### src/rtl/bmp_input_frontend_if.sv
// Tagged-pixel stream from the BMP input front end to the rotation core.
// master = producer (front end), slave = consumer (rotation core).
interface bmp_input_frontend_if #(
    parameter int PIXEL_W = 24,
    parameter int XW      = 10,
    parameter int YW      = 10
);
    logic               pix_valid;
    logic               pix_ready;
    logic [PIXEL_W-1:0] pix_data;
    logic [XW-1:0]      pix_x;
    logic [YW-1:0]      pix_y;
    logic               pix_sof;
    logic               pix_eol;
    logic               pix_eof;

    modport master (
        output pix_valid, pix_data, pix_x, pix_y, pix_sof, pix_eol, pix_eof,
        input  pix_ready
    );

    modport slave (
        input  pix_valid, pix_data, pix_x, pix_y, pix_sof, pix_eol, pix_eof,
        output pix_ready
    );
endinterface

### src/rtl/bmp_input_frontend.sv
// BMP input front end: synchronises the incoming pixel stream, tags each
// pixel with x/y and frame/line markers, and buffers it in a FIFO towards
// the rotation core.
// Optional macro INPUT_LINE_CHECK_EN: mid-line H_Jump sets line_err and
// resynchronises the line counters; without it H_Jump is ignored.
//
// state     | meaning
// ----------+----------------------------------------------------------
// ST_IDLE   | waiting for a start edge; W/H latched when it arrives
// ST_ACTIVE | tagging incoming pixels at the current (x,y)
// ST_DRAIN  | frame complete; waiting for the FIFO to empty
module bmp_input_frontend #(
    parameter int PIXEL_W     = 24,
    parameter int MAX_W       = 1024,
    parameter int MAX_H       = 1024,
    parameter int FIFO_DEPTH  = 16,
    parameter int SYNC_STAGES = 2,
    localparam int XW = $clog2(MAX_W),
    localparam int YW = $clog2(MAX_H)
) (
    input  logic                  Clk_in,
    input  logic                  Rst_n_in,
    input  logic                  Start_in,
    input  logic                  H_Valid_in,
    input  logic                  H_Jump_in,
    input  logic [PIXEL_W-1:0]    Bmp_Data,
    input  logic [XW:0]           Img_Width_in,
    input  logic [YW:0]           Img_Height_in,
    bmp_input_frontend_if.master  pix,
    output logic                  frame_busy,
    output logic                  frame_done,
    output logic                  overflow,
    output logic                  line_err
);
    localparam int AW = $clog2(FIFO_DEPTH);
    localparam int EW = PIXEL_W + XW + YW + 3;
    localparam logic [AW:0]   CNT_ONE = (AW+1)'(1);
    localparam logic [AW:0]   DEPTH_C = (AW+1)'(FIFO_DEPTH);
    localparam logic [AW-1:0] PTR_ONE = AW'(1);
    localparam logic [XW-1:0] X_ONE   = XW'(1);
    localparam logic [YW-1:0] Y_ONE   = YW'(1);
    localparam logic [XW:0]   W_ONE   = (XW+1)'(1);
    localparam logic [YW:0]   H_ONE   = (YW+1)'(1);

    typedef enum logic [1:0] {ST_IDLE, ST_ACTIVE, ST_DRAIN} state_t;

    logic [SYNC_STAGES-1:0] r_sync_start, r_sync_valid, r_sync_jump;
    logic [PIXEL_W-1:0]     r_sync_data [SYNC_STAGES];
    logic                   w_s_start, w_s_valid, w_s_jump;
    logic [PIXEL_W-1:0]     w_s_data;
    logic                   r_start_prev, r_start_edge;

    state_t                 r_state, w_state_next;
    logic [XW:0]            r_w, w_w_next;
    logic [YW:0]            r_h, w_h_next;
    logic [XW-1:0]          r_x, w_x_next;
    logic [YW-1:0]          r_y, w_y_next;
    logic                   r_tag_valid, w_tag_valid_next;
    logic [EW-1:0]          r_tag_word, w_tag_word_next;
    logic                   w_sof, w_eol, w_eof;
    logic                   w_clear_flags, w_done_next;
    logic                   r_overflow, r_frame_done;

    logic [EW-1:0]          r_mem [FIFO_DEPTH];
    logic [AW-1:0]          r_wr_ptr, r_rd_ptr;
    logic [AW:0]            r_count, w_cnt_next;
    logic                   w_pop, w_push_ok, w_drop;
    logic [PIXEL_W-1:0]     w_h_data;
    logic [XW-1:0]          w_h_x;
    logic [YW-1:0]          w_h_y;
    logic                   w_h_sof, w_h_eol, w_h_eof, w_valid;

    assign w_s_start = r_sync_start[SYNC_STAGES-1];
    assign w_s_valid = r_sync_valid[SYNC_STAGES-1];
    assign w_s_jump  = r_sync_jump[SYNC_STAGES-1];
    assign w_s_data  = r_sync_data[SYNC_STAGES-1];

    // Input synchroniser chain plus registered start-edge detect.
    always_ff @(posedge Clk_in or negedge Rst_n_in) begin
        if (!Rst_n_in) begin
            r_sync_start <= '0;
            r_sync_valid <= '0;
            r_sync_jump  <= '0;
            for (int i = 0; i < SYNC_STAGES; i++) r_sync_data[i] <= '0;
            r_start_prev <= 1'b0;
            r_start_edge <= 1'b0;
        end else begin
            r_sync_start[0] <= Start_in;
            r_sync_valid[0] <= H_Valid_in;
            r_sync_jump[0]  <= H_Jump_in;
            r_sync_data[0]  <= Bmp_Data;
            for (int i = 1; i < SYNC_STAGES; i++) begin
                r_sync_start[i] <= r_sync_start[i-1];
                r_sync_valid[i] <= r_sync_valid[i-1];
                r_sync_jump[i]  <= r_sync_jump[i-1];
                r_sync_data[i]  <= r_sync_data[i-1];
            end
            r_start_prev <= w_s_start;
            r_start_edge <= w_s_start & ~r_start_prev;
        end
    end

    assign w_sof = (r_x == '0) && (r_y == '0);
    assign w_eol = ({1'b0, r_x} == (r_w - W_ONE));
    assign w_eof = w_eol && ({1'b0, r_y} == (r_h - H_ONE));

`ifdef INPUT_LINE_CHECK_EN
    logic w_line_err_set;
`else
    logic w_unused;
    assign w_unused = w_s_jump;
`endif

    // Next-state, position counters and pixel tagging.
    always_comb begin
        w_state_next     = r_state;
        w_w_next         = r_w;
        w_h_next         = r_h;
        w_x_next         = r_x;
        w_y_next         = r_y;
        w_tag_valid_next = 1'b0;
        w_tag_word_next  = r_tag_word;
        w_clear_flags    = 1'b0;
        w_done_next      = 1'b0;
`ifdef INPUT_LINE_CHECK_EN
        w_line_err_set   = 1'b0;
`endif
        case (r_state)
            ST_IDLE: begin
                if (r_start_edge) begin
                    w_w_next      = Img_Width_in;
                    w_h_next      = Img_Height_in;
                    w_x_next      = '0;
                    w_y_next      = '0;
                    w_clear_flags = 1'b1;
                    w_state_next  = ((Img_Width_in == '0) || (Img_Height_in == '0))
                                    ? ST_DRAIN : ST_ACTIVE;
                end
            end
            ST_ACTIVE: begin
                if (w_s_valid) begin
                    w_tag_valid_next = 1'b1;
                    w_tag_word_next  = {w_s_data, r_x, r_y, w_sof, w_eol, w_eof};
                    if (w_eol) begin
                        w_x_next = '0;
                        w_y_next = r_y + Y_ONE;
                    end else begin
                        w_x_next = r_x + X_ONE;
                    end
                    if (w_eof) w_state_next = ST_DRAIN;
                end
`ifdef INPUT_LINE_CHECK_EN
                // Jump is judged against x after any same-cycle pixel.
                if (w_s_jump && (w_x_next != '0)) begin
                    w_line_err_set = 1'b1;
                    if ({1'b0, w_y_next} == (r_h - H_ONE)) w_state_next = ST_DRAIN;
                    w_x_next = '0;
                    w_y_next = w_y_next + Y_ONE;
                end
`endif
            end
            ST_DRAIN: begin
                if ((w_cnt_next == '0) && !r_tag_valid) begin
                    w_state_next = ST_IDLE;
                    w_done_next  = 1'b1;
                end
            end
            default: w_state_next = ST_IDLE;
        endcase
    end

    // FSM state, frame geometry, tag stage and sticky overflow.
    always_ff @(posedge Clk_in or negedge Rst_n_in) begin
        if (!Rst_n_in) begin
            r_state      <= ST_IDLE;
            r_w          <= '0;
            r_h          <= '0;
            r_x          <= '0;
            r_y          <= '0;
            r_tag_valid  <= 1'b0;
            r_tag_word   <= '0;
            r_frame_done <= 1'b0;
            r_overflow   <= 1'b0;
        end else begin
            r_state      <= w_state_next;
            r_w          <= w_w_next;
            r_h          <= w_h_next;
            r_x          <= w_x_next;
            r_y          <= w_y_next;
            r_tag_valid  <= w_tag_valid_next;
            r_tag_word   <= w_tag_word_next;
            r_frame_done <= w_done_next;
            if (w_clear_flags)  r_overflow <= 1'b0;
            else if (w_drop)    r_overflow <= 1'b1;
        end
    end

`ifdef INPUT_LINE_CHECK_EN
    logic r_line_err;
    // Sticky mid-line jump flag.
    always_ff @(posedge Clk_in or negedge Rst_n_in) begin
        if (!Rst_n_in)           r_line_err <= 1'b0;
        else if (w_clear_flags)  r_line_err <= 1'b0;
        else if (w_line_err_set) r_line_err <= 1'b1;
    end
    assign line_err = r_line_err;
`else
    assign line_err = 1'b0;
`endif

    // A push into a full FIFO still lands when the head leaves the same cycle.
    assign w_pop     = (r_count != '0) && pix.pix_ready;
    assign w_push_ok = r_tag_valid && ((r_count < DEPTH_C) || w_pop);
    assign w_drop    = r_tag_valid && !w_push_ok;

    // Occupancy after this cycle's push/pop.
    always_comb begin
        w_cnt_next = r_count;
        if (w_push_ok && !w_pop)      w_cnt_next = r_count + CNT_ONE;
        else if (!w_push_ok && w_pop) w_cnt_next = r_count - CNT_ONE;
    end

    // FIFO pointers and occupancy.
    always_ff @(posedge Clk_in or negedge Rst_n_in) begin
        if (!Rst_n_in) begin
            r_wr_ptr <= '0;
            r_rd_ptr <= '0;
            r_count  <= '0;
        end else begin
            if (w_push_ok) r_wr_ptr <= r_wr_ptr + PTR_ONE;
            if (w_pop)     r_rd_ptr <= r_rd_ptr + PTR_ONE;
            r_count <= w_cnt_next;
        end
    end

    // FIFO storage; contents are only visible when the head is valid.
    always_ff @(posedge Clk_in) begin
        if (w_push_ok) r_mem[r_wr_ptr] <= r_tag_word;
    end

    assign {w_h_data, w_h_x, w_h_y, w_h_sof, w_h_eol, w_h_eof} = r_mem[r_rd_ptr];
    assign w_valid       = (r_count != '0);
    assign pix.pix_valid = w_valid;
    assign pix.pix_data  = w_valid ? w_h_data : '0;
    assign pix.pix_x     = w_valid ? w_h_x    : '0;
    assign pix.pix_y     = w_valid ? w_h_y    : '0;
    assign pix.pix_sof   = w_valid & w_h_sof;
    assign pix.pix_eol   = w_valid & w_h_eol;
    assign pix.pix_eof   = w_valid & w_h_eof;

    assign frame_busy = (r_state != ST_IDLE);
    assign frame_done = r_frame_done;
    assign overflow   = r_overflow;
endmodule
### src/flat_wrapper.sv
// flat-port wrapper written by rule: the top's interface ports become plain ports
module bmp_input_frontend_flat 
#(
    parameter int PIXEL_W     = 24,
    parameter int MAX_W       = 1024,
    parameter int MAX_H       = 1024,
    parameter int FIFO_DEPTH  = 16,
    parameter int SYNC_STAGES = 2,
    localparam int XW = $clog2(MAX_W),
    localparam int YW = $clog2(MAX_H)
)
  (Clk_in, Rst_n_in, Start_in, H_Valid_in, H_Jump_in, Bmp_Data, Img_Width_in, Img_Height_in, frame_busy, frame_done, overflow, line_err, pix_pix_valid, pix_pix_data, pix_pix_x, pix_pix_y, pix_pix_sof, pix_pix_eol, pix_pix_eof, pix_pix_ready);
  bmp_input_frontend_if #(.PIXEL_W(PIXEL_W)) pix_i ();
  input  logic Clk_in;
  input  logic Rst_n_in;
  input  logic Start_in;
  input  logic H_Valid_in;
  input  logic H_Jump_in;
  input  logic [PIXEL_W-1:0] Bmp_Data;
  input  logic [XW:0] Img_Width_in;
  input  logic [YW:0] Img_Height_in;
  output logic frame_busy;
  output logic frame_done;
  output logic overflow;
  output logic line_err;
  output wire logic [$bits(pix_i.pix_valid)-1:0] pix_pix_valid;
  output wire logic [$bits(pix_i.pix_data)-1:0] pix_pix_data;
  output wire logic [$bits(pix_i.pix_x)-1:0] pix_pix_x;
  output wire logic [$bits(pix_i.pix_y)-1:0] pix_pix_y;
  output wire logic [$bits(pix_i.pix_sof)-1:0] pix_pix_sof;
  output wire logic [$bits(pix_i.pix_eol)-1:0] pix_pix_eol;
  output wire logic [$bits(pix_i.pix_eof)-1:0] pix_pix_eof;
  input wire logic [$bits(pix_i.pix_ready)-1:0] pix_pix_ready;
  assign pix_pix_valid = pix_i.pix_valid;
  assign pix_pix_data = pix_i.pix_data;
  assign pix_pix_x = pix_i.pix_x;
  assign pix_pix_y = pix_i.pix_y;
  assign pix_pix_sof = pix_i.pix_sof;
  assign pix_pix_eol = pix_i.pix_eol;
  assign pix_pix_eof = pix_i.pix_eof;
  assign pix_i.pix_ready = pix_pix_ready;
  bmp_input_frontend #(.PIXEL_W(PIXEL_W), .MAX_W(MAX_W), .MAX_H(MAX_H), .FIFO_DEPTH(FIFO_DEPTH), .SYNC_STAGES(SYNC_STAGES)) u_core (.Clk_in(Clk_in), .Rst_n_in(Rst_n_in), .Start_in(Start_in), .H_Valid_in(H_Valid_in), .H_Jump_in(H_Jump_in), .Bmp_Data(Bmp_Data), .Img_Width_in(Img_Width_in), .Img_Height_in(Img_Height_in), .pix(pix_i), .frame_busy(frame_busy), .frame_done(frame_done), .overflow(overflow), .line_err(line_err));
endmodule
### config.mk
export PLATFORM = sky130hd
export DESIGN_NAME = bmp_input_frontend_flat
export DESIGN_NICKNAME = d
export VERILOG_FILES = /design/src/rtl/bmp_input_frontend_if.sv /design/src/rtl/bmp_input_frontend.sv /design/src/flat_wrapper.sv
export SDC_FILE = /design/constraint.sdc
export NUM_CORES = 1
export LEC_CHECK = 0
export BUFFER_PORTS_ARGS = -buffer_cell sky130_fd_sc_hd__buf_2
export CORE_MARGIN = 5
export CORE_UTILIZATION = 60
export CTS_CLUSTER_SIZE = 20
export DETAILED_ROUTE_END_ITERATION = 8
export GPL_TIMING_DRIVEN = 0
export PLACE_DENSITY = 0.78
export SLEW_MARGIN = 25
export SYNTH_ARGS = -nofsm -noshare
export SYNTH_HDL_FRONTEND = slang
export SYNTH_SLANG_ARGS = --single-unit
### constraint.sdc
create_clock -name Clk_in -period 7.1 [get_ports Clk_in]
set_input_delay 1.42 -clock Clk_in [delete_from_list [all_inputs] [get_ports Clk_in]]
set_output_delay 1.42 -clock Clk_in [all_outputs]
set_load 0.05 [all_outputs]
======== Word-level counts from Yosys, hierarchy flattened ========
Memory sizes are Yosys's and may differ from the RTL's.
Cells that the tools add are included.
cells by class
  add/subtract/negate cells ............... 8
  multiply operators ...................... 0
  div/mod/pow operators ................... 0
  order comparisons ....................... 1
  equal/unequal tests ..................... 9
  shift operators ......................... 0
  muxes and demuxes ....................... 28
  bitwise gates (word level) .............. 5
  reduce and logical (&&, ||, !) cells .... 28
operators by type and width
  kind                                                                      number
  10-bit 2-to-1 mux                                                         7
  10-bit one-hot mux with 2 select lines                                    2
  24-bit 2-to-1 mux                                                         1
  10-bit by 11-bit equality test with 1-bit output                          2
  11-bit zero test                                                          2
  11-bit by 1-bit subtractor with 11-bit output (second input constant)     2
  10-bit by 1-bit adder with 10-bit output (second input constant)          2
  10-bit zero test                                                          2
  1-bit 2-to-1 mux                                                          10
  2-bit 2-to-1 mux                                                          5
  5-bit 2-to-1 mux                                                          2
  2-bit by 1-bit inequality test with 1-bit output (second input constant)  5
  4-bit by 1-bit adder with 4-bit output (second input constant)            2
  1-bit logical AND                                                         8
  4-bit AND reduction                                                       2
  2-bit one-hot mux with 3 select lines                                     1
  2-bit nonzero test                                                        3
  5-bit by 1-bit adder with 5-bit output (second input constant)            1
  5-bit zero test                                                           1
  5-bit less-than comparator (second input constant)                        1
  5-bit nonzero test                                                        1
  5-bit by 1-bit subtractor with 5-bit output (second input constant)       1
  1-bit AND                                                                 4
  2-bit AND reduction                                                       2
  7 further kinds                                                           10
storage, ports and cells
  register bits ........................... 161
  latch bits .............................. 0
  bits in writable memories ............... 752
  memory bits (read-only) ................. 0
  word-level logic and storage cells ...... 98
  memories ................................ 1
memories
  memory        depth  width  read ports  clocked after Yosys merged registers in  wr ports  line                      text
  u_core.r_mem  16     47     1           0                                        1         bmp_input_frontend.sv:64  logic [EW-1:0] r_mem [FIFO_DEPTH];

======== Logic depth before layout (Yosys ltp) ========
  depth in word-level cells ............... 12
  depth in mapped cells ................... 11

======== Worst setup path after synthesis ========
OpenSTA, ideal clock, no wires.
  path kind ............................... in2reg
  start point ............................. input port pix_pix_ready
  end point ............................... memory u_core.r_mem[1][0] (netlist name) (enable)
  setup time .............................. 568 ps
  arrival time ............................ 6424 ps
  required time ........................... 6532 ps
  path slack .............................. 108 ps
  stages on the path ...................... 5
  cell sequence ........................... clkbuf_1 -> inv_1 -> nand2_1 -> nand2_1 -> nor4_1
on the way
  cells in the longest elaborated chain, start to end .. 5
ends and longest elaborated chain
  what                                    line                       text
  start: declaration                      flat_wrapper.sv:33         input wire logic [$bits(pix_i.pix_ready)-1:0] pix_pix_ready;
  1-bit logical AND                       bmp_input_frontend.sv:212  assign w_pop = (r_count != '0) && pix.pix_ready;
  1-bit logical OR                        bmp_input_frontend.sv:213  assign w_push_ok = r_tag_valid && ((r_count < DEPTH_C) || w_pop);
  1-bit logical AND                       bmp_input_frontend.sv:213
  1-bit 2-to-1 mux                        bmp_input_frontend.sv:238  if (w_push_ok) r_mem[r_wr_ptr] <= r_tag_word;
  1-bit 2-to-1 mux (implied by the code)  bmp_input_frontend.sv:238
  end: declaration                        bmp_input_frontend.sv:64
No other way between the ends.

======== Final worst setup path ========
  start point ............................. register u_core.r_rd_ptr[0]
  end point ............................... output port pix_pix_data[20]
on the way
  cells in the longest elaborated chain, start to end .. 2
ends and longest elaborated chain
  what                      line                       text
  start: declaration        bmp_input_frontend.sv:65   logic [AW-1:0] r_wr_ptr, r_rd_ptr;
  start signal: assignment  bmp_input_frontend.sv:231  if (w_pop) r_rd_ptr <= r_rd_ptr + PTR_ONE;
  memory 16 x 47 bit        n/a
  24-bit 2-to-1 mux         bmp_input_frontend.sv:244  assign pix.pix_data = w_valid ? w_h_data : '0;
  end: declaration          flat_wrapper.sv:27         output wire logic [$bits(pix_i.pix_data)-1:0] pix_pix_data;
No other way between the ends.

==> reports/metrics.csv <==
stage;metric;value;unit
timing;final-report hold violation count;0;
finish;Area Growth Syn to Fin;15.0;%
setup_path;crit start category;flop;
pwr;Worst IR Drop VDD;356;uV
grt;global-route wire length before repair;130;mm
floorplan;Die Area;64000;um2
finish;share of layout cells above drive strength 1;0.280;
clock_tree;CTS sink cnt;913;
timing;WHS;0.347;ns
clock_tree;CTS H-tree lvls;3;
drt;DRC Markers;0;
setup_path;data required time of the worst path;5.68;ns
drt;DR vias/cell;6.52;
grt;initial antenna violation count;1;
place;Port Buffers;100;
timing;clk_skew;0.0208;ns
grt;total gr overflow;0;
timing;Worst slew margin;0.271;
setup_path;crit path capture type;output pin;
grt;Total GRT Usage;0.280;
timing;RSZ-0062 raised after global routing;no;
drt;ANT nets after route;0;
clock_tree;CTS clk-pin slew, worst paths;0.06;ns
yosys;Synth Net Count;1874;
pwr;power per cell area;400;nW/um2
clock_tree;CTS Buffer Depth;3;
yosys;EDFF count, synth;752;
setup_path;critical path arrival;4.47;ns
drt;drt total wl;87.3;mm
clock_tree;clock root buffer;clkbuf_16;
yosys;post-synthesis async set-or-reset flop share;0.176;
floorplan;Die Ht;253;um
timing;Peak Freq;170;MHz
timing;final setup vio count;0;
clock_tree;Worst-Skew Late Latency;0.64;ns
flow_run;maxcap violations;0;
clock_tree;CTS tree;built;
floorplan;die width;253;um
min_path;Hold WC Path Type;reg -> reg;
timing;fin crit share;0.830;
finish;Final nets;2137;
yosys;post-synthesis sequential area ratio;0.751;
yosys;top_reg_cell synth;edfxtp_1;
drt;DRT Pass-1 Iters;5;
yosys;FF+latch count, synth;913;
drt;number of DRC markers in iteration 0;2681;
place;HPWL after DPL;51.2;mm
yosys;cell accounting for the most synthesized area;edfxtp_1;
yosys;Synth top area share;0.637;
clock_tree;Setup Buffers After CTS;0;
floorplan;I/O pins;104;
timing;Tmin final;5.89;ns
yosys;Mapped Cells;1809;
yosys;synthesized area;35400;um2
place;gpl congestion;0.891;
setup_path;worst-path fanout max;10;
drt;Wirelength per Cell;29.9;um
clock_tree;post-CTS resize count;0;
timing;final count of pins violating max slew;0;
floorplan;Cell Rows;89;
place;Post-Place Cell Area;37800;um2
floorplan;Core Box Area;58800;um2
pwr;P_leak;14.1;nW
finish;number of inserted diodes;0;
outcome;status;finished, final reports clean;
yosys;synth unique cells;65;
yosys;Post-Syn Area per Cell;19.6;um2
clock_tree;cts hold-fix bufs;0;
clock_tree;clock buffer count from CTS;89;
yosys;Synthesis Warnings;0;
timing;slew at the pin closest to its max-slew limit;1.09;ns
floorplan;Starting Density;0.603;
finish;post-route cell area;40800;um2
yosys;synth top area cells;edfxtp_1, mux4_2, dfrtp_1;
grt;largest net degree at the start of global routing;88;
grt;vias in the first global route;19800;
drt;via count;19000;
setup_path;worst setup path category;reg -> out;
==> cell usage after synthesis, types with 2 or more instances <==
| cell type | instances |
|---|---|
| buf_6 | 3 |
| nand3b_1 | 7 |
| dfrtp_1 | 161 |
| a21oi_1 | 16 |
| xnor2_1 | 24 |
| o2111ai_1 | 2 |
| o31ai_1 | 6 |
| or3b_2 | 2 |
| inv_1 | 30 |
| o21ai_0 | 29 |
| buf_2 | 4 |
| or4bb_1 | 2 |
| nor3_1 | 13 |
| buf_1 | 21 |
| nor4_1 | 13 |
| o211ai_1 | 5 |
| or4_4 | 2 |
| nand2_1 | 204 |
| nand3_1 | 16 |
| nand4_1 | 10 |
| nor2b_1 | 4 |
| o21ai_1 | 8 |
| nand2b_1 | 4 |
| or4b_1 | 2 |
| a41o_1 | 2 |
| or4_1 | 3 |
| a32oi_1 | 2 |
| nand4b_1 | 3 |
| nor2_1 | 30 |
| a31oi_1 | 3 |
| and2_1 | 59 |
| ha_1 | 13 |
| mux4_2 | 235 |
| clkbuf_1 | 63 |
| and4_1 | 2 |
| xor2_1 | 15 |
| buf_4 | 2 |
| edfxtp_1 | 752 |
| and3_1 | 7 |
| nor3b_1 | 5 |
==> layout by cell type, fill, tap and decap left out, types with 13 or more instances in the layout <==
master     instances
o21ai_0           29
buf_2            142
nor3_1            13
nand2_1          204
clkbuf_16         93
buf_16            13
dfrtp_1          161
xor2_1            15
a21oi_1           16
mux4_2           235
buf_4             13
ha_1              13
clkbuf_2          19
edfxtp_1         752
and2_1            51
nor2_1            26
xnor2_1           24
inv_1             30
nand3_1           16
clkinv_2          15
clkbuf_1          77
==> routing by layer <==
metal	track usage	up-vias	part of all wire
met5	0	-	0
met1	0.376	9847	0.35
met2	0.476	1267	0.51
met3	0.0535	208	0.098
li1	-	7712	-
met4	0.0853	0	0.034
==> sequential cells by signal, indices dropped and copies added, names as in the netlist <==
register and count:
u_core.r_state 2, u_core.r_w 11, u_core.r_tag_valid 1, u_core.r_start_edge 1
u_core.r_wr_ptr 4, u_core.r_x 10, u_core.r_start_prev 1, u_core.overflow 1
u_core.r_count 5, u_core.r_mem 752, u_core.r_tag_word 47, u_core.r_h 11
u_core.r_sync_data 24, u_core.r_sync_valid 2, u_core.w_s_data 24, u_core.r_sync_start 2
u_core.frame_done 1, u_core.r_y 10, u_core.r_rd_ptr 4
==> worst max-delay path, cell delays in order (launching register included) <==
cell and delay [ns]:
dfrtp_1 0.37, clkbuf_1 0.54, clkbuf_1 0.60, buf_1 0.77
mux4_2 0.62, mux4_2 0.49, and2_1 0.21, buf_2 0.22
==> area by class of cell <==
cell class	count	area (um2)
sequential	913	26600
fill	3461	18000
multi-input combinational	772	8410
clock buffer	123	2500
timing repair buffer	172	1340
tap	773	967
clock inverter	41	418
buffer	93	410
inverter	31	116
==> where the power goes <==
group	internal [W]	total, W	switching [W]
Sequential	0.00627	0.00660	0.000333
Clock	0.00273	0.00472	0.00199
Combinational	0.00196	0.00501	0.00305
Total	0.0110	0.0163	0.00537
==> final timing paths <==
check	slack, ns	cells past startpoint	from	to
worst max-delay path	1.21	7	u_core.r_rd_ptr[0]	pix_pix_data[20]
worst min-delay path	0.35	0	u_core.r_sync_data[33]	u_core.w_s_data[9]
worst max register to register	3.89	10	u_core.r_count[0]	u_core.r_state[1]
min in group asynchronous	0.76	1	Rst_n_in	u_core.r_sync_data[41]
worst min register to register	0.35	0	u_core.r_sync_data[33]	u_core.w_s_data[9]
max in group asynchronous	5.45	2	Rst_n_in	u_core.r_x[9]
==> cells by family after synthesis <==
family,after synthesis,share of synthesized area
adder cells (fa/ha/maj),13,0.00459
other,1,0.000106
AND/OR/NAND/NOR,396,0.0552
AO/OA/AOI/OAI,88,0.0161
XOR/XNOR,39,0.00964
multiplexers,235,0.149
flip-flops,913,0.751
buffers and inverters,124,0.0141
==> stage by stage <==
step / total power [W] / instances / setup WS (ns) / util / TNS [ns]
final: 0.0163 / 2918 / 1.21 / 0.693 / 0
after global routing: 0.0169 / 2918 / 0.996 / 0.693 / 0
after CTS: 0.0164 / 2918 / 0.963 / 0.693 / 0
after detailed placement: 0.0116 / 2754 / 1.66 / 0.643 / 0
after global placement: 0.0115 / 2682 / -5.51 / 0.628 / -1105.64
after floorplan: 0.0102 / 1809 / 0.108 / - / 0
Power figures use the tool's default switching activity.
